[src/rtl/rf_write_port.sv]
// rf_write_port: write-side companion to the register file.
// Buffers write-back requests in a small FIFO and issues one register
// write per cycle as registered data (d) plus a one-hot strobe (dselect).
// The two read ports get combinational forwarding from every pending
// write, youngest first, so decode always sees the newest value.
module rf_write_port #(
    parameter int DEPTH = 2,    // FIFO entries, 1..4
    parameter int NREG  = 32    // number of registers, width of dselect (<= 32)
) (
    input  logic            clk,
    input  logic            rst_n,
    input  logic            in_valid,
    output logic            in_ready,
    input  logic [4:0]      in_rd,
    input  logic [31:0]     in_data,
    input  logic            rf_hold,
    output logic [31:0]     d,
    output logic [NREG-1:0] dselect,
    input  logic [4:0]      qa_idx,
    input  logic [4:0]      qb_idx,
    output logic            qa_hit,
    output logic            qb_hit,
    output logic [31:0]     qa_fwd,
    output logic [31:0]     qb_fwd,
    output logic [2:0]      pending
);

    localparam logic [2:0] L_DEPTH = 3'(DEPTH);
    localparam logic [1:0] L_LAST  = 2'(DEPTH - 1);

    // Storage is always sized for the largest legal DEPTH so the 2-bit
    // pointers index it exactly; only slots 0..DEPTH-1 are ever used.
    logic [4:0]      r_mem_rd   [0:3];
    logic [31:0]     r_mem_data [0:3];
    logic [1:0]      r_head;
    logic [1:0]      r_tail;
    logic [2:0]      r_count;

    logic [31:0]     r_d;
    logic [NREG-1:0] r_dselect;
    logic [4:0]      r_issue_rd;
    logic            r_in_ready;
    logic [2:0]      r_pending;

    logic            w_accept;
    logic            w_push;
    logic            w_pop;
    logic [2:0]      w_count_nxt;
    logic [4:0]      w_head_rd;
    logic [31:0]     w_head_data;
    logic [31:0]     w_d_nxt;
    logic [NREG-1:0] w_dselect_nxt;
    logic [4:0]      w_issue_rd_nxt;
    logic            w_ready_nxt;
    logic [2:0]      w_pending_nxt;
    logic            w_qa_hit;
    logic            w_qb_hit;
    logic [31:0]     w_qa_fwd;
    logic [31:0]     w_qb_fwd;

    // Circular pointer advance that wraps at DEPTH (DEPTH need not be 2^n).
    function automatic logic [1:0] ptr_inc(input logic [1:0] p);
        logic [1:0] n;
        if (p == L_LAST) begin
            n = 2'd0;
        end else begin
            n = p + 2'd1;
        end
        return n;
    endfunction

    // Slot holding the k-th oldest entry (k=0 is the head).
    function automatic logic [1:0] slot_of(input logic [1:0] head, input int k);
        logic [2:0] s;
        s = {1'b0, head} + 3'(k);
        if (s >= L_DEPTH) begin
            s = s - L_DEPTH;
        end else begin
            s = s;
        end
        return s[1:0];
    endfunction

    // One-hot strobe for a register index; register zero never gets a bit.
    function automatic logic [NREG-1:0] onehot(input logic [4:0] rd);
        logic [NREG-1:0] v;
        v = '0;
        for (int j = 1; j < NREG; j++) begin
            v[j] = (rd == 5'(j));
        end
        return v;
    endfunction

    // Handshake and FIFO occupancy. Writes to register zero complete the
    // handshake but never occupy a slot.
    assign w_accept    = in_valid & r_in_ready;
    assign w_push      = w_accept & (in_rd != 5'd0);
    assign w_pop       = ~rf_hold & (r_count != 3'd0);
    assign w_count_nxt = r_count + {2'b00, w_push} - {2'b00, w_pop};
    assign w_head_rd   = r_mem_rd[r_head];
    assign w_head_data = r_mem_data[r_head];

    // Next issue state: freeze under hold, else pop head or go idle.
    always_comb begin
        w_d_nxt        = r_d;
        w_dselect_nxt  = r_dselect;
        w_issue_rd_nxt = r_issue_rd;
        if (rf_hold) begin
            w_d_nxt        = r_d;
            w_dselect_nxt  = r_dselect;
            w_issue_rd_nxt = r_issue_rd;
        end else if (r_count != 3'd0) begin
            w_d_nxt        = w_head_data;
            w_dselect_nxt  = onehot(w_head_rd);
            w_issue_rd_nxt = w_head_rd;
        end else begin
            w_d_nxt        = r_d;
            w_dselect_nxt  = '0;
            w_issue_rd_nxt = r_issue_rd;
        end
    end

    // Ready and pending are registered views of the next-state occupancy,
    // so neither has a combinational path from in_valid or the pop.
    assign w_ready_nxt   = (w_count_nxt < L_DEPTH);
    assign w_pending_nxt = w_count_nxt + {2'b00, (|w_dselect_nxt)};

    // FIFO storage: capture accepted non-zero-register requests at the tail.
    always_ff @(posedge clk or negedge rst_n) begin
        if (!rst_n) begin
            for (int i = 0; i < 4; i++) begin
                r_mem_rd[i]   <= 5'd0;
                r_mem_data[i] <= 32'd0;
            end
        end else if (w_push) begin
            r_mem_rd[r_tail]   <= in_rd;
            r_mem_data[r_tail] <= in_data;
        end
    end

    // FIFO pointers and count; reset discards everything queued.
    always_ff @(posedge clk or negedge rst_n) begin
        if (!rst_n) begin
            r_head  <= 2'd0;
            r_tail  <= 2'd0;
            r_count <= 3'd0;
        end else begin
            if (w_push) begin
                r_tail <= ptr_inc(r_tail);
            end
            if (w_pop) begin
                r_head <= ptr_inc(r_head);
            end
            r_count <= w_count_nxt;
        end
    end

    // Issue registers and registered status; reset kills the write in flight.
    always_ff @(posedge clk or negedge rst_n) begin
        if (!rst_n) begin
            r_d        <= 32'd0;
            r_dselect  <= '0;
            r_issue_rd <= 5'd0;
            r_in_ready <= 1'b0;
            r_pending  <= 3'd0;
        end else begin
            r_d        <= w_d_nxt;
            r_dselect  <= w_dselect_nxt;
            r_issue_rd <= w_issue_rd_nxt;
            r_in_ready <= w_ready_nxt;
            r_pending  <= w_pending_nxt;
        end
    end

    // Forwarding search, oldest first so younger matches overwrite older:
    // issuing entry, then FIFO head .. tail-1. Index zero never hits.
    always_comb begin
        w_qa_hit = 1'b0;
        w_qb_hit = 1'b0;
        w_qa_fwd = 32'd0;
        w_qb_fwd = 32'd0;
        if ((|r_dselect) && (r_issue_rd == qa_idx) && (qa_idx != 5'd0)) begin
            w_qa_hit = 1'b1;
            w_qa_fwd = r_d;
        end else begin
            w_qa_hit = 1'b0;
        end
        if ((|r_dselect) && (r_issue_rd == qb_idx) && (qb_idx != 5'd0)) begin
            w_qb_hit = 1'b1;
            w_qb_fwd = r_d;
        end else begin
            w_qb_hit = 1'b0;
        end
        for (int k = 0; k < DEPTH; k++) begin
            if (k < int'(r_count)) begin
                if ((r_mem_rd[slot_of(r_head, k)] == qa_idx) && (qa_idx != 5'd0)) begin
                    w_qa_hit = 1'b1;
                    w_qa_fwd = r_mem_data[slot_of(r_head, k)];
                end else begin
                    w_qa_fwd = w_qa_fwd;
                end
                if ((r_mem_rd[slot_of(r_head, k)] == qb_idx) && (qb_idx != 5'd0)) begin
                    w_qb_hit = 1'b1;
                    w_qb_fwd = r_mem_data[slot_of(r_head, k)];
                end else begin
                    w_qb_fwd = w_qb_fwd;
                end
            end else begin
                w_qa_fwd = w_qa_fwd;
            end
        end
    end

    assign in_ready = r_in_ready;
    assign d        = r_d;
    assign dselect  = r_dselect;
    assign pending  = r_pending;
    assign qa_hit   = w_qa_hit;
    assign qb_hit   = w_qb_hit;
    assign qa_fwd   = w_qa_fwd;
    assign qb_fwd   = w_qb_fwd;

endmodule

[config.mk]
export PLATFORM = sky130hd
export DESIGN_NAME = rf_write_port
export DESIGN_NICKNAME = d
export VERILOG_FILES = /design/src/rtl/rf_write_port.sv
export SDC_FILE = /design/constraint.sdc
export NUM_CORES = 1
export LEC_CHECK = 0
export CAP_MARGIN = 10
export CORE_ASPECT_RATIO = 2
export CORE_MARGIN = 10
export CORE_UTILIZATION = 34
export CTS_CLUSTER_SIZE = 30
export DETAILED_ROUTE_END_ITERATION = 8
export DONT_BUFFER_PORTS = 1
export PLACE_DENSITY = 0.47
export SYNTH_ARGS = -nofsm -noshare
export SYNTH_HDL_FRONTEND = slang
export SYNTH_SLANG_ARGS = --single-unit
[constraint.sdc]
create_clock -name clk -period 8.5 [get_ports clk]
set_input_delay 2.55 -clock clk [delete_from_list [all_inputs] [get_ports clk]]
set_output_delay 2.55 -clock clk [all_outputs]
set_load 0.03 [all_outputs]
Word level (Yosys, flattened, before mapping)
Cells that the tools add are included.
{"block": "op_classes", "shift": 0, "bitwise": 12, "mul": 0, "n_div": 0, "reduce_logical": 16, "mux": 66, "add_sub_neg": 8, "eq_ne": 39, "order_cmp": 14}
{"op": "32-bit 2-to-1 mux", "n": 23}
{"op": "32-bit binary-select mux with 2-bit select", "n": 5}
{"op": "128-bit bitwise mux", "n": 1}
{"op": "5-bit == test, second input constant", "n": 16}
{"op": "32-bit demux with 2-bit select", "n": 1}
{"op": "32-bit OR reduction", "n": 2}
{"op": "5-bit by 4-bit == test with 1-bit output, second input constant", "n": 8}
{"op": "5-bit 2-to-1 mux", "n": 7}
{"op": "5-bit binary-select mux with 2-bit select", "n": 3}
{"op": "5-bit == test", "n": 6}
{"op": "2-bit 2-to-1 mux", "n": 14}
{"op": "3-bit greater-or-equal comparator, second input constant", "n": 8}
{"op": "2-bit NOT with 3-bit output", "n": 8}
{"op": "20-bit bitwise mux", "n": 1}
{"op": "5-bit by 3-bit == test with 1-bit output, second input constant", "n": 4}
{"op": "5-bit nonzero test", "n": 3}
{"op": "5-bit demux with 2-bit select", "n": 1}
{"op": "5-bit by 2-bit == test with 1-bit output, second input constant", "n": 2}
{"op": "1-bit 2-to-1 mux", "n": 10}
{"op": "1-bit logical AND", "n": 9}
{"op": "3-bit by 1-bit adder with 3-bit output", "n": 2}
{"op": "1-bit by 3-bit less-than comparator with 1-bit output, first input constant", "n": 2}
{"op": "5-bit by 1-bit == test with 1-bit output, second input constant", "n": 1}
{"op": "2-bit by 1-bit adder with 2-bit output, second input constant", "n": 2}
{"op": "12 further kinds", "n": 16}
{"block": "word_totals", "mem_bits_ro": 0, "latch_bits": 0, "mem_count": 0, "register_bits": 228, "output_inout_bits": 134, "input_bits": 51, "word_cells": 171, "ramBits": 0}

Longest topological paths before layout
Gate-level depths: netlist (run 1).
{"block": "depth", "word_depth": 19, "mapped_depth": 11, "mapped_depth_nobuf": 9}

Worst setup path after synthesis (run 1)
Ideal clock, no wire load.
{"block": "synth_path", "path_kind": "input -> output", "start": "input port qa_idx[1]", "end": "output port qa_fwd[10]", "cell_stages": 7, "path_buffers": 2, "required_time_ps": 5950, "arrival_time_ps": 4690, "setup_slack_ps": 1260, "cell_sequence": "or4_1 nor2_1 or4_1 clkbuf_1 clkbuf_1 mux2i_1 mux2i_1"}
{"block": "synth_via", "elab_chain_len": 8, "word_cells_on_any_way": 13}
{"item": "start, declared", "line": "19", "rtl": "input logic [4:0] qa_idx,"}
{"item": "5-bit == test", "line": "182", "rtl": "if ((|r_dselect) && (r_issue_rd == qa_idx) && (qa_idx != 5'd0)) begin"}
{"item": "1-bit logical AND (2 in a row)", "line": "182"}
{"item": "32-bit 2-to-1 mux", "line": "182"}
{"item": "32-bit 2-to-1 mux", "line": "196", "rtl": "if ((r_mem_rd[slot_of(r_head, k)] == qa_idx) && (qa_idx != 5'd0)) begin"}
{"item": "32-bit 2-to-1 mux", "line": "195", "rtl": "if (k < int'(r_count)) begin"}
{"item": "32-bit 2-to-1 mux", "line": "196"}
{"item": "32-bit 2-to-1 mux (*)", "line": "195"}
{"item": "end, declared", "line": "23", "rtl": "output logic [31:0] qa_fwd,"}
Every way passes the cells marked *; elsewhere a longest branch is shown, timed or not.

Worst setup path after layout (run 1)
{"block": "layout_path", "start": "input port qa_idx[2]", "end": "output port qa_fwd[2]"}
The elaborated chain is that of the path after synthesis.

==> results.json, run 1 <==
{
  "pre_cts_ws_ns": 1.027,
  "antenna_found_initial": 1,
  "setup_viol": 0,
  "synth.ff_latch_count": 228,
  "post-route-min-period_ns": 7.436,
  "post_cts_resized": 0,
  "rrSetupSlack_ns": 4.12,
  "avgRoutedWirePerCell_um": 26.04,
  "route.detailed.drc": 0,
  "crit_top_cell": "mux2i_1",
  "place_congestion": 0.8931,
  "syn-cell-area_sq_um": 12820,
  "cp-start-kind": "input port",
  "cts_tree": "yes",
  "period_share_pct": 87.48,
  "yosysUniqueCellTypes": 45,
  "cp_slowest_cell": "or4_2",
  "hold_buffers": 0,
  "max-cap-violations": 0,
  "synth-main-ff-cell": "dfrtp_1",
  "leakagePower_nw": 6.772,
  "rr_worst_depth": 9,
  "insertion_delay_ns": 0.54,
  "slew_violations": 0,
  "n_fill_cell": 3736,
  "multiInputGateArea_sq_um": 6787,
  "whs_path_depth": 1,
  "synth_nets": 1211,
  "fmax_ghz": 0.1345,
  "final_area_sq_um": 14160,
  "yosysWarnings": 0,
  "worstPathCellList": "or4_1, nor2_1, or4_2, nor3b_1, mux2i_1, mux2i_1",
  "htreeDepth": 1,
  "finalNonFillerCells": 1594,
  "synth_edf_count": 0,
  "fin_tns_setup_ns": 0,
  "worst_slack_ns": 1.064,
  "viasPerCell": 5.543,
  "coreArea_sq_um": 37290,
  "clkTransAtPathRegs_ns": 0.06,
  "min_path_type": "flip-flop to flip-flop",
  "syn2layout_area_growth_pct": 10.45,
  "crit_buf_inv": 0,
  "worst-path-stages": 6,
  "grt_pass1_wl_mm": 61.49,
  "rsz0062_at_grt": "no",
  "n_antenna_cell": 0,
  "power_density_nw_per_um2": 391.2,
  "dr_total_vias": 8835,
  "dieArea_sq_um": 46350,
  "finClkSkew_ns": 0.01046,
  "drt_pre_antenna_iters": 4,
  "p_total_mw": 5.540,
  "outcome": "finished clean",
  "die_h_um": 294.6,
  "seqCellArea_sq_um": 5713,
  "min_to": "r_mem_data[19]$_DFFE_PN0P_",
  "drive_gt1_share_pct": 21.94,
  "cp_slowest_stage_delay_ns": 1.14,
  "numPortBuffers": 0,
  "ant_nets": 0,
  "pin_count": 185,
  "overflow": 0,
  "syn_avg_cell_area_sq_um": 11.11,
  "grt_max_degree": 229,
  "globalRouteTotalUtil_pct": 17.58,
  "timing.rr.end": "pending[2]$_DFF_PN0_",
  "start_util_pct": 34.39,
  "clockBufferDepth": 3,
  "hold_viol": 0,
  "worstHoldStart": "r_mem_data[19]$_DFFE_PN0P_",
  "ir_worst_vdd_v": 0.0004822,
  "critPathMaxFanout": 33,
  "cts-root-buf": "clkbuf_16",
  "slew-limit-headroom_pct": 37.47,
  "utilization_pct": 37.98,
  "synthArstFlopShare_pct": 100.0,
  "postCtsSetupBuffers": 0,
  "holdWs_ns": 0.4908,
  "place_area_sq_um": 13350,
  "cts_buffers": 24,
  "row_count": 100,
  "r2r_start": "r_head[1]$_DFFE_PN0P_",
  "placedCellCount": 1554,
  "cp-end-kind": "output pin",
  "crit_type": "input port to output pin",
  "worst_pin_slew_ns": 0.9380,
  "nNetsFinal": 1178,
  "critical_path.top_delay_family": "simple AND/OR/NAND/NOR gates",
  "hpwl_mm": 28.84,
  "syn_inst": 1154,
  "grt_pass1_vias": 9351,
  "drtIter0Drc": 321,
  "ys_seq_area_share_pct": 44.50,
  "critPathArrivalTime_ns": 4.89,
  "fp.dieW_um": 157.3,
  "cp.required_ns": 5.95,
  "cts.sinks": 228,
  "drt-total-wl_mm": 41.51
}
[placed cells by master, fill, tap and decap left out, types with 15 or more instances in the layout]
cell type | netlist | layout
o21ai_0 | 104 | 104
mux2_2 | 163 | 163
nand2_1 | 138 | 137
mux2i_1 | 202 | 202
mux2_1 | 20 | 20
xnor2_1 | 21 | 21
dfrtp_1 | 228 | 226
nor3b_1 | 65 | 64
clkbuf_16 | 0 | 25
buf_4 | 0 | 20
a22o_1 | 15 | 15
[how the worst max path moves through the flow]
| stage | slack, ns | end | startpoint |
|---|---|---|---|
| 2_1_floorplan | 1.26 | qa_fwd[10] | qa_idx[1] |
| 3_3_place_gp | 1.06 | qa_fwd[26] | qa_idx[2] |
| 3_5_place_dp | 1.03 | qa_fwd[30] | qa_idx[2] |
| 4_1_cts | 1.02 | qa_fwd[30] | qa_idx[2] |
| 5_1_grt | 0.89 | qa_fwd[30] | qa_idx[2] |
| 6_report | 1.06 | qa_fwd[2] | qa_idx[2] |
[cell usage after synthesis (6+ instances only)]
| cell type | instances | area, sq um |
|---|---|---|
| xnor2_1 | 21 | 183.9 |
| nor2_1 | 14 | 52.55 |
| xor2_1 | 13 | 113.9 |
| inv_1 | 6 | 22.52 |
| mux2_2 | 163 | 1836 |
| mux2_1 | 20 | 225.2 |
| o31ai_1 | 7 | 52.55 |
| buf_2 | 8 | 40.04 |
| nor3b_1 | 65 | 488.0 |
| mux2i_1 | 202 | 2022 |
| nand4_1 | 6 | 37.54 |
| nand2_1 | 138 | 518.0 |
| or4_1 | 8 | 60.06 |
| dfrtp_1 | 228 | 5705 |
| nor4_1 | 8 | 50.05 |
| o21ai_0 | 104 | 520.5 |
| clkbuf_1 | 69 | 259.0 |
| nor3_1 | 7 | 35.03 |
| a22o_1 | 15 | 131.4 |
[worst register-to-register path, stage by stage (launching register included)]
cell and delay (ns):
dfrtp_4 0.82, buf_4 0.51, mux4_2 0.71, and2_4 0.21
a22o_1 0.19, or4_1 0.52, or4_1 0.67, ha_1 0.28
ha_1 0.20, xor2_1 0.15
[flip-flops by register name, indices dropped and copies added, names as in the netlist]
name / flops
r_issue_rd: 5
r_mem_rd: 20
in_ready: 1
dselect: 32
r_count: 3
pending: 3
r_head: 2
r_tail: 2
r_mem_data: 128
d: 32
[power breakdown]
part / internal (mW) / leakage [nW] / switching, mW
registers: 1.40 / 2.96 / 0.570
clock network: 0.659 / 0.391 / 0.454
logic: 0.890 / 3.42 / 1.57
[layer usage]
metal  global-route usage, %  part of all wire [%]  vias up
li1                        -                     -     4071
met3                   4.511                   6.5       60
met4                   6.161                   3.0        0
met1                   16.67                    34     4487
met5                       0                     0        -
met2                   34.71                    57      217
[layout make-up]
class,instances,share of cell area (%)
Clock inverter,8,0.8659
Sequential cell,228,40.34
Multi-Input combinational cell,836,47.92
Clock buffer,32,4.886
Tap cell,459,4.055
Inverter,6,0.1590
Timing Repair Buffer,25,1.767
[logic make-up (layout without fill, tap and decap cells)]
logic type	after synthesis	in the layout	share of synthesized area [%]
mux	390	390	32.75
simple gates	273	273	11.04
flops	228	228	44.50
compound gates	133	133	5.914
buf+inv	90	71	2.830
xor+xnor	34	34	2.323
fa+ha+maj	6	6	0.6441
Note: power is estimated with default switching activity, not from simulation.
==> inputs of run 2 (changes only) <==
--- a/config.mk
+++ b/config.mk
@@ -8,11 +8,12 @@
 export CAP_MARGIN = 10
 export CORE_ASPECT_RATIO = 2
 export CORE_MARGIN = 10
-export CORE_UTILIZATION = 34
+export CORE_UTILIZATION = 52
 export CTS_CLUSTER_SIZE = 30
 export DETAILED_ROUTE_END_ITERATION = 8
 export DONT_BUFFER_PORTS = 1
-export PLACE_DENSITY = 0.47
+export PLACE_DENSITY_LB_ADDON = 0.15
+export SLEW_MARGIN = 20
 export SYNTH_ARGS = -nofsm -noshare
 export SYNTH_HDL_FRONTEND = slang
 export SYNTH_SLANG_ARGS = --single-unit
==> results.json, run 2 (same netlist as run 1, synthesis figures left out) <==
{
  "outcome": "finished clean",
  "row_count": 81,
  "min_path_type": "flip-flop to flip-flop",
  "top_register": "r_mem_data",
  "drt_pre_antenna_iters": 6,
  "pre_cts_ws_ns": 1.079,
  "die_h_um": 242.1,
  "cp-start-kind": "input port",
  "coreArea_sq_um": 24420,
  "place_area_sq_um": 13100,
  "power_density_nw_per_um2": 386.6,
  "cts.sinks": 228,
  "place_congestion": 0.9822,
  "period_share_pct": 87.10,
  "worst_pin_slew_ns": 0.9330,
  "n_antenna_cell": 0,
  "syn2layout_area_growth_pct": 7.837,
  "dr_total_vias": 8860,
  "pin_count": 185,
  "final_common_cell": "dfrtp_1",
  "final_area_sq_um": 13830,
  "r2r_start": "r_head[1]$_DFFE_PN0P_",
  "ir_worst_vdd_v": 0.0005459,
  "overflow": 0,
  "drive_gt1_share_pct": 20.92,
  "clkTransAtPathRegs_ns": 0.07,
  "cts_buffers": 22,
  "critPathLaunch": "qa_idx[1]",
  "largest_reg_flops": 128,
  "avgRoutedWirePerCell_um": 24.53,
  "fin_tns_setup_ns": 0,
  "critPathMaxFanout": 24,
  "htreeDepth": 1,
  "nNetsFinal": 1169,
  "clockBufferDepth": 3,
  "cts-root-buf": "clkbuf_16",
  "critPathArrivalTime_ns": 4.85,
  "leakagePower_nw": 6.678,
  "fmax_ghz": 0.1351,
  "start_util_pct": 52.49,
  "n_fill_cell": 2159,
  "fp.dieW_um": 131.0,
  "max-cap-violations": 0,
  "route.detailed.drc": 0,
  "worstHoldStart": "r_mem_data[20]$_DFFE_PN0P_",
  "antenna_found_initial": 0,
  "cts_tree": "yes",
  "drt-total-wl_mm": 35.82,
  "post-route-min-period_ns": 7.403,
  "cp.required_ns": 5.95,
  "hpwl_mm": 24.93,
  "viasPerCell": 6.068,
  "ant_nets": 0,
  "grt_pass1_wl_mm": 55.00,
  "numPortBuffers": 0,
  "globalRouteTotalUtil_pct": 22.35,
  "hold_buffers": 0,
  "rsz0062_at_grt": "no",
  "dieArea_sq_um": 31720,
  "insertion_delay_ns": 0.52,
  "postCtsSetupBuffers": 0,
  "slew-limit-headroom_pct": 36.02,
  "layout_common_cells": "dfrtp_1 (226), mux2i_1 (202), mux2_2 (163)",
  "grt_max_degree": 229,
  "crit_type": "input port to output pin",
  "hold_viol": 0,
  "grt_pass1_vias": 9246,
  "worst_slack_ns": 1.097,
  "post_cts_resized": 0,
  "cp-end-kind": "output pin",
  "slew_violations": 0,
  "drtIter0Drc": 427,
  "finClkSkew_ns": 0.008750,
  "setup_viol": 0
}
-- run 2: cell types whose count changed in the layout (fill, tap and decap cells not counted), sizes merged --
cell,previous run,this run
buf,25,18
clkinv,2,4
clkinvlp,3,1
bufinv,3,2
clkbuf,32,33
-- run 2: per-layer routing --
metal / share of wire (%) / wire length, um / GRT usage [%] / up-vias
met5: 0 / 0 / 0 / -
met4: 5.1 / 1821 / 11.57 / 0
met3: 6.5 / 2330 / 5.237 / 78
met2: 54 / 19350 / 40.79 / 235
met1: 34 / 12310 / 22.46 / 4506
li1: - / - / - / 4041
-- run 2: cell type report --
type / count / area (sq um) / area share (%)
repair buffers: 18 / 160.2 / 1.158
clock buffers: 33 / 643.1 / 4.652
well taps: 332 / 415.4 / 3.005
multi-input cells: 836 / 6784 / 49.07
flip-flops and latches: 228 / 5713 / 41.32
clock inverters: 7 / 87.58 / 0.6335
inverters: 6 / 22.52 / 0.1629
-- run 2: report_power, final --
group | switching, mW | internal (mW)
Sequential | 0.576 | 1.40
Clock | 0.422 | 0.585
Combinational | 1.49 | 0.875
-- run 2: final timing paths --
check	to	slack, ns	cells after the start
max in group asynchronous	d[15]$_DFFE_PN0P_	6.37	0
hold / removal	r_mem_data[20]$_DFFE_PN0P_	0.49	1
hold reg to reg	r_mem_data[20]$_DFFE_PN0P_	0.49	1
setup / recovery	qa_fwd[1]	1.10	6
min in group asynchronous	dselect[31]$_DFF_PN0_	1.73	0
setup reg to reg	pending[2]$_DFF_PN0_	4.11	9
-- run 2: critical path, stage by stage --
cell and delay (ns):
xor2_1 0.14, nand4_1 0.13, or4_2 0.92, buf_12 0.28
mux2i_1 0.14, mux2i_1 0.65
-- run 2: through the flow --
stage,instances,hold WS [ns],total power [mW],utilization [%]
finish,1460,0.4918,5.345,56.61
floorplan,1154,0.4640,3.695,-
global route,1460,0.5192,5.654,56.61
detailed placement,1420,0.4852,4.364,53.61
CTS,1460,0.4978,5.380,56.61
global placement,1420,0.4740,4.334,53.61
